===== src/rtl/reg_op_sequencer_pkg.sv =====
// Shared definitions for the register-to-register operation sequencer:
// opcode and FSM encodings, plus default datapath widths.
package reg_op_sequencer_pkg;

    localparam int unsigned DEF_DATA_W = 4;
    localparam int unsigned DEF_ADDR_W = 2;

    typedef enum logic [1:0] {
        OP_ADD = 2'b00,
        OP_SUB = 2'b01,
        OP_AND = 2'b10,
        OP_MOV = 2'b11
    } op_e;

    typedef enum logic [1:0] {
        S_IDLE  = 2'b00,
        S_READ  = 2'b01,
        S_EXEC  = 2'b10,
        S_WRITE = 2'b11
    } state_e;

endpackage


===== src/rtl/reg_op_sequencer_alu.sv =====
// Combinational ALU: computes the result and carry/borrow for one operation
// from the two captured operands.
module reg_op_alu
    import reg_op_sequencer_pkg::*;
#(
    parameter int unsigned DATA_W = DEF_DATA_W
) (
    input  logic [1:0]        op_code,
    input  logic [DATA_W-1:0] a,
    input  logic [DATA_W-1:0] b,
    output logic [DATA_W-1:0] result,
    output logic              carry
);

    logic [DATA_W:0] sum;

    always_comb begin
        sum    = '0;
        result = '0;
        carry  = 1'b0;
        case (op_e'(op_code))
            OP_ADD: begin
                sum    = {1'b0, a} + {1'b0, b};
                result = sum[DATA_W-1:0];
                carry  = sum[DATA_W];
            end
            OP_SUB: begin
                // Borrow is the unsigned a < b comparison
                result = a - b;
                carry  = (a < b);
            end
            OP_AND: result = a & b;
            OP_MOV: result = a;
            default: result = a;
        endcase
    end

endmodule


===== src/rtl/reg_op_sequencer.sv =====
// Four-state sequencer driving a register file through one operation at a
// time: read two sources, compute, write back one destination.
module reg_op_sequencer
    import reg_op_sequencer_pkg::*;
#(
    parameter int unsigned DATA_W = DEF_DATA_W,
    parameter int unsigned ADDR_W = DEF_ADDR_W
) (
    input  logic              clk,
    input  logic              rst,
    input  logic              op_valid,
    output logic              op_ready,
    input  logic [1:0]        op_code,
    input  logic [ADDR_W-1:0] op_ra,
    input  logic [ADDR_W-1:0] op_rb,
    input  logic [ADDR_W-1:0] op_rd,
    output logic [ADDR_W-1:0] rf_ra,
    output logic [ADDR_W-1:0] rf_rb,
    input  logic [DATA_W-1:0] rf_rdata_a,
    input  logic [DATA_W-1:0] rf_rdata_b,
    output logic [ADDR_W-1:0] rf_wa,
    output logic [DATA_W-1:0] rf_wdata,
    output logic              rf_we,
    output logic              done,
    output logic [DATA_W-1:0] result,
    output logic              flag_z,
    output logic              flag_c
);

    state_e            state;
    logic [1:0]        code_q;
    logic [DATA_W-1:0] opa_q;
    logic [DATA_W-1:0] opb_q;
    logic [DATA_W-1:0] alu_result;
    logic              alu_carry;

    reg_op_alu #(.DATA_W(DATA_W)) u_alu (
        .op_code (code_q),
        .a       (opa_q),
        .b       (opb_q),
        .result  (alu_result),
        .carry   (alu_carry)
    );

    // Write data is the held result register, so it is never X
    assign rf_wdata = result;

    always_ff @(posedge clk or posedge rst) begin
        if (rst) begin
            state    <= S_IDLE;
            op_ready <= 1'b1;
            rf_we    <= 1'b0;
            done     <= 1'b0;
            result   <= '0;
            flag_z   <= 1'b0;
            flag_c   <= 1'b0;
            code_q   <= 2'b00;
            opa_q    <= '0;
            opb_q    <= '0;
            rf_ra    <= '0;
            rf_rb    <= '0;
            rf_wa    <= '0;
        end else begin
            case (state)
                S_IDLE: begin
                    if (op_valid && op_ready) begin
                        code_q   <= op_code;
                        rf_ra    <= op_ra;
                        rf_rb    <= op_rb;
                        rf_wa    <= op_rd;
                        op_ready <= 1'b0;
                        state    <= S_READ;
                    end
                end
                S_READ: begin
                    opa_q <= rf_rdata_a;
                    opb_q <= rf_rdata_b;
                    state <= S_EXEC;
                end
                S_EXEC: begin
                    result <= alu_result;
                    flag_z <= (alu_result == '0);
                    flag_c <= alu_carry;
                    rf_we  <= 1'b1;
                    done   <= 1'b1;
                    state  <= S_WRITE;
                end
                S_WRITE: begin
                    rf_we    <= 1'b0;
                    done     <= 1'b0;
                    op_ready <= 1'b1;
                    state    <= S_IDLE;
                end
                default: begin
                    rf_we    <= 1'b0;
                    done     <= 1'b0;
                    op_ready <= 1'b1;
                    state    <= S_IDLE;
                end
            endcase
        end
    end

endmodule


===== config.mk =====
export PLATFORM = sky130hd
export DESIGN_NAME = reg_op_sequencer
export DESIGN_NICKNAME = d
export VERILOG_FILES = /design/src/rtl/reg_op_sequencer_pkg.sv /design/src/rtl/reg_op_sequencer_alu.sv /design/src/rtl/reg_op_sequencer.sv
export SDC_FILE = /design/constraint.sdc
export NUM_CORES = 1
export LEC_CHECK = 0
export BUFFER_PORTS_ARGS = -buffer_cell sky130_fd_sc_hd__buf_2
export CAP_MARGIN = 15
export CORE_MARGIN = 2
export CORE_UTILIZATION = 45
export DETAILED_ROUTE_END_ITERATION = 16
export PLACE_DENSITY = 0.72
export SLEW_MARGIN = 20
export SYNTH_ARGS = -nofsm -noshare
export SYNTH_HDL_FRONTEND = slang
export SYNTH_SLANG_ARGS = --single-unit

===== constraint.sdc =====
create_clock -name clk -period 2.2 [get_ports clk]
set_input_delay 0.33 -clock clk [delete_from_list [all_inputs] [get_ports clk]]
set_output_delay 0.33 -clock clk [all_outputs]
set_load 0.005 [all_outputs]

==> flow_summary_export.csv, run 1 <==
group,metric,value,unit
run_status,outcome,"completed",
clock_tree,cts_tree,"built",
synthesis,synth_fp_nets,167,
timing,setup_viol,0,
grt,grt_max_degree,27,
synthesis,ys_seq_area_share,43.9,%
timing,rsz0062_at_grt,"false",
floorplanning,rows,20,
routing,wl_per_cell,14.0,microns
synthesis,synth_edf_count,0,
power,power,0.749,mW
timing,whs,0.0316,ns
clock_tree,cts_sinks,26,
finish,n_antenna_cell,0,
grt,grt_pass1_vias,1170,
floorplanning,die_x,61.5,microns
routing,drt-total-wl,2940,microns
clock_tree,postCtsHoldBufs,0,
worst_setup_path,cp_slowest_cell,"dfrtp_1",
finish,drive_above_1_share,38.0,%
place,dp_hpwl,2290,microns
synthesis,yosys.cell_types.count,30,
clock_tree,clk_root_buffer_cell,"clkbuf_4",
power,cellPowerDensity,438,nW/um^2
worst_setup_path,crit_path_end_kind,"register",
floorplanning,io_pins,38,
worst_setup_path,crit_buf_inv,1,
floorplanning,initial_core_util,47.9,%
timing,fmax,483,MHz
synthesis,synth_area_per_cell,11.2,sq um
finish,multi_input_area,724,sq um
finish,seqCellArea,652,sq um
routing,vias,1073,
timing,finalSetupTns,0,ns
worst_setup_path,crit_arrival,2.30,ns
routing,drc,0,
timing,post-route-period-util,94.1,%
timing,slew_violations,0,
grt,grt_overflow,0,
place,placed_cell_area,1670,sq um
synthesis,syn_inst,133,
grt,grt_use_total,18.4,%
place,globalplace.congestion,0.842,
clock_tree,post_cts_buffers,0,
finish,final_area,1710,sq um
timing,post-route-min-period,2.07,ns
finish,final.fill_count,285,
routing,drtIter0Drc,27,
clock_tree,htreeDepth,1,
floorplanning,die_h,61.5,microns
hold_path,hold_class,"input pin to asynchronous set/reset pin",
power,p_leak,0.915,nW
worst_setup_path,rr_endpoint,"result[2]$_DFFE_PP0P_",
synthesis,ys_async_sr_fraction,100,%
worst_setup_path,start_kind,"register",
worst_setup_path,r2r_slack,0.13,ns
worst_setup_path,cp_slowest_stage_delay,0.40,ns
grt,grt_pass1_wl,5150,microns
timing,worst_slew_pin_slew,0.455,ns
place,port_buffers,37,
synthesis,netlist_area,1490,sq um
worst_setup_path,r2r_cells,8,
run,max_cap_violations,0,
synthesis,yosysWarnings,0,
timing,hold_viol_final,0,
synthesis,ys_ff_latch,26,
finish,utilization,55.1,%
power,ir_drop,0.000437,V
worst_setup_path,cp_cell_sequence,"inv_1 -> ha_1 -> fa_1 -> and2b_1 -> nor3_1 -> a311oi_1 -> a21oi_1 -> mux2_2",
worst_setup_path,critPathMaxFanout,3,
clock_tree,cts_inserted_buffers,3,
clock_tree,cts_max_path_buffers,2,
synthesis,synth_ff_type,"dfrtp_1",
floorplanning,dieArea,3780,sq um
routing,postRouteAntennaNets,0,
finish,nNetsFinal,201,
worst_setup_path,r2r-start,"opa_q[0]$_DFFE_PP0N_",
grt,antenna_found_initial,0,
timing,timing.slew.headroom,69.7,%
routing,first_pass_iters,5,
clock_tree,ctsResizeCount,0,
worst_setup_path,critical-path-top-delay-family,"adder cells",
clock_tree,path_clk_slew,0.14,ns
finish,area_delta_synth_final,15.1,%
worst_setup_path,cp.required,2.43,ns
routing,via_per_inst,5.11,
floorplanning,core_area,3100,sq um
clock_tree,clk_latency,0.32,ns
timing,fin_skew,0.00446,ns
worst_setup_path,crit_type,"register to register",
## worst max-delay path by stage
stage / start / to / slack (ns) / cells past startpoint
global route: opa_q[0]$_DFFE_PP0N_ / flag_z$_DFFE_PP0P_ / 0.04 / 8
finish: opa_q[0]$_DFFE_PP0N_ / result[2]$_DFFE_PP0P_ / 0.13 / 8
CTS: opa_q[0]$_DFFE_PP0N_ / result[2]$_DFFE_PP0P_ / 0.14 / 8
detailed placement: opa_q[0]$_DFFE_PP0N_ / result[2]$_DFFE_PP0P_ / 0.14 / 8
global placement: opa_q[0]$_DFFE_PP0N_ / result[2]$_DFFE_PP0P_ / 0.22 / 8
floorplan: opa_q[0]$_DFFE_PP0N_ / result[2]$_DFFE_PP0P_ / 0.31 / 8
## layout by cell type (no fill, tap or decap), drive strengths merged, types with 3 or more instances in the layout
cell     n
o21ai    8
nor2     5
ha      13
inv     13
dfrtp   25
buf     38
nand2    8
mux2    16
clkbuf   4
mux2i    3
a21oi    9
## per-stage QoR
| step | setup slack (ns) | std cells |
|---|---|---|
| floorplan | 0.308 | 133 |
| finish | 0.131 | 210 |
| global placement | 0.223 | 206 |
| CTS | 0.138 | 210 |
| global route | 0.0387 | 210 |
| detailed placement | 0.144 | 206 |
## state kept, by name, summed over array words and instances (netlist names)
name and cells:
done 1, result 4, flag_c 1, rf_rb 2, flag_z 1, code_q 2
op_ready 1, state 2, opb_q 4, rf_ra 2, rf_wa 2, opa_q 4
## layer usage
| metal | track usage [%] | part of all wire [%] | wire (microns) | vias up |
|---|---|---|---|---|
| met5 | 0 | 0 | 0 | - |
| met4 | 3.34 | 0.78 | 23 | 0 |
| met3 | 5.88 | 7.3 | 215 | 4 |
| met2 | 34.5 | 51 | 1500 | 47 |
| met1 | 20.7 | 41 | 1200 | 512 |
| li1 | - | - | - | 510 |
## power by group
| part | internal [mW] | switching [mW] | total (mW) |
|---|---|---|---|
| Clock | 0.101 | 0.143 | 0.244 |
| Sequential | 0.478 | 0 | 0.478 |
| Combinational | 0.0127 | 0.0138 | 0.0265 |
## Yosys cell counts (2+ instances only)
library cell / number / share of area (%)
a21oi_1: 9 / 3.0
buf_4: 7 / 3.5
clkbuf_1: 2 / 0.51
dfrtp_1: 25 / 42
fa_1: 2 / 2.7
ha_1: 13 / 11
inv_1: 13 / 3.3
mux2_2: 16 / 12
mux2i_1: 3 / 2.0
nand2_1: 8 / 2.0
nand3b_1: 2 / 1.0
nor2_1: 5 / 1.3
nor2b_1: 2 / 0.84
nor3_1: 2 / 0.67
nor3b_1: 2 / 1.0
o21ai_0: 8 / 2.7
## kinds of logic (layout without fill, tap and decap cells)
group           count (synthesis)  count (layout)  synth area share [%]
buf+inv                        22              55                  7.33
mux                            20              20                  15.7
simple gates                   26              26                  8.93
fa+ha+maj                      15              15                  13.6
compound gates                 24              24                  10.5
flops                          26              26                  43.9
## worst min-delay path: stages
cell,delay [ns]
buf_2,0.09
inv_1,0.04
buf_4,0.31
## area by class of cell
class,count,share of cell area (%)
Tap cell,44,3.22
Multi-Input combinational cell,85,42.4
Inverter,13,2.86
Clock buffer,4,2.12
Timing Repair Buffer,38,11.3
Sequential cell,26,38.1
Power figures use the tool's default switching activity.
==> run 2, diff against run 1 <==
--- a/config.mk
+++ b/config.mk
@@ -10,8 +10,8 @@
 export CORE_MARGIN = 2
 export CORE_UTILIZATION = 45
 export DETAILED_ROUTE_END_ITERATION = 16
-export PLACE_DENSITY = 0.72
-export SLEW_MARGIN = 20
+export PLACE_DENSITY = 0.74
+export SLEW_MARGIN = 15
 export SYNTH_ARGS = -nofsm -noshare
 export SYNTH_HDL_FRONTEND = slang
 export SYNTH_SLANG_ARGS = --single-unit
==> constraint.sdc (replaced) <==
create_clock -name clk -period 1.69 [get_ports clk]
set_input_delay 0.2535 -clock clk [delete_from_list [all_inputs] [get_ports clk]]
set_output_delay 0.2535 -clock clk [all_outputs]
set_load 0.005 [all_outputs]
==> flow_summary_export.csv, run 2 (synthesis gave the netlist of run 1 again) <==
group,metric,value,unit
timing,slew_violations,0,
floorplanning,initial_core_util,47.9,%
clock_tree,clk_latency,0.32,ns
timing,worst_slew_pin_slew,0.400,ns
timing,setup_ws,-0.312,ns
power,p_leak,0.984,nW
run,max_cap_violations,0,
worst_setup_path,crit_type,"register to register",
worst_setup_path,path_depth,7,
clock_tree,cts_tree,"built",
worst_setup_path,cp_cell_sequence,"buf_4 -> ha_4 -> inv_2 -> fa_1 -> mux4_2 -> nand3b_1 -> o32ai_2",
grt,met2_usage,31.8,%
worst_setup_path,crit_path_end_kind,"register",
timing,whs,0.136,ns
worst_setup_path,r2r_cells,7,
finish,n_antenna_cell,0,
worst_setup_path,critPathCapture,"flag_z$_DFFE_PP0P_",
worst_setup_path,critPathMaxFanout,3,
worst_setup_path,crit_path_start,"opa_q[0]$_DFFE_PP0N_",
power,ir_drop,0.000413,V
grt,use_met3,3.99,%
finish,largestRegisters,"opa_q x4, opb_q x4, result x4",
place,globalplace.congestion,0.856,
worst_setup_path,cp_slowest_cell,"mux4_2",
grt,grt_pass1_vias,1152,
finish,multi_input_area,763,sq um
run_status,outcome,"finished with violations",
finish,final.fill_count,286,
timing,post-route-period-util,118,%
finish,layout.cells.most_common,"buf_2",
finish,nNetsFinal,215,
timing,post-route-min-period,2.00,ns
timing,fin_skew,0.00763,ns
clock_tree,cts_inserted_buffers,3,
clock_tree,cts_max_path_buffers,2,
hold_path,min_delay_path_depth,3,
worst_setup_path,r2r_slack,-0.31,ns
worst_setup_path,crit_arrival,2.21,ns
floorplanning,io_pins,38,
routing,drt-total-wl,2990,microns
routing,first_pass_iters,4,
routing,drtIter0Drc,34,
grt,use_met1,21.6,%
routing,vias,1150,
routing,postRouteAntennaNets,0,
grt,grt_max_degree,27,
finish,seqCellArea,652,sq um
run_status,failed_checks,"setup timing",
finish,utilization,60.4,%
worst_setup_path,rr_endpoint,"flag_z$_DFFE_PP0P_",
timing,rsz0062_at_grt,"true",
power,power,1.09,mW
grt,grt_pass1_wl,4950,microns
floorplanning,rows,20,
timing,setup_viol,5,
floorplanning,dieArea,3780,sq um
grt,antenna_found_initial,0,
clock_tree,clk_root_buffer_cell,"clkbuf_4",
grt,grt_overflow,0,
hold_path,hold_class,"input pin to register",
grt,grt_use_total,17.7,%
routing,wl_per_cell,13.3,microns
routing,via_per_inst,5.13,
clock_tree,path_clk_slew,0.15,ns
clock_tree,cts_sinks,26,
timing,finalSetupTns,-1.17,ns
timing,hold_viol_final,0,
finish,final_cell_mix,"buf_2 (37), dfrtp_1 (25), mux2_2 (16)",
place,port_buffers,37,
floorplanning,die_x,61.5,microns
finish,drive_above_1_share,46.7,%
worst_setup_path,critical-path-top-delay-family,"adder cells",
timing,fmax,500,MHz
place,dp_hpwl,2230,microns
worst_setup_path,start_kind,"register",
floorplanning,core_area,3100,sq um
power,cellPowerDensity,580,nW/um^2
worst_setup_path,crit_buf_inv,2,
worst_setup_path,cp_slowest_stage_delay,0.49,ns
finish,final_area,1880,sq um
routing,drc,0,
worst_setup_path,cp.required,1.90,ns
worst_setup_path,r2r-start,"opa_q[0]$_DFFE_PP0N_",
grt,grt_busiest_layer,"met2",
timing,timing.slew.headroom,73.3,%
finish,area_delta_synth_final,26.3,%
clock_tree,htreeDepth,1,
floorplanning,die_h,61.5,microns
place,placed_cell_area,1730,sq um
[run 2: power breakdown]
group / leakage, nW / total [mW] / switching (mW) / internal, mW
sequential: 0.334 / 0.622 / 0 / 0.622
clock: 0.0279 / 0.430 / 0.190 / 0.240
combinational: 0.623 / 0.0361 / 0.0181 / 0.0180
[run 2: worst register-to-register path: stages, from the launching register on]
cell      delay, ns
dfrtp_1        0.43
buf_4          0.15
ha_4           0.16
inv_2          0.05
fa_1           0.40
mux4_2         0.49
nand3b_1       0.13
o32ai_2        0.09
[run 2: metrics by stage]
stage	cells	setup slack (ns)
floorplan	133	-0.122
global placement	212	-0.178
detailed placement	212	-0.246
CTS	218	-0.255
global route	224	-0.359
finish	224	-0.312
[run 2: metal layers]
metal,up-vias,routed length [microns]
met5,-,0
met4,0,19
met3,2,142
met2,40,1560
met1,567,1270
li1,541,-
[run 2: how the worst min path moves through the flow]
| stage | from | endpoint | slack, ns |
|---|---|---|---|
| finish | rf_rdata_a[1] | opa_q[1]$_DFFE_PP0N_ | 0.14 |
| global route | op_ra[0] | rf_ra[0]$_DFFE_PP0P_ | 0.13 |
| CTS | rf_rdata_b[1] | opb_q[1]$_DFFE_PP0N_ | 0.12 |
| detailed placement | rst | rf_rb[1]$_DFFE_PP0P_ | 0.33 |
| global placement | rst | rf_wa[0]$_DFFE_PP0P_ | 0.32 |
| floorplan | rst | code_q[0]$_DFFE_PP0P_ | 0.29 |
[run 2: timing repair]
action | CTS | global route
resized for setup | 0 | 7
endpoints found under the setup margin | 5 | 8
pin swaps | 0 | 2
hold endpoints to repair | 25 | 0
hold buffers | 1 | 0
buffers inserted | 1 | 6
[run 2: area by class of cell]
class	instances	area share (%)
Inverter	13	2.60
Timing Repair Buffer	52	16.2
Sequential cell	26	34.8
Multi-Input combinational cell	85	40.7
Clock buffer	3	1.20
Tap cell	44	2.94
Clock inverter	1	1.60
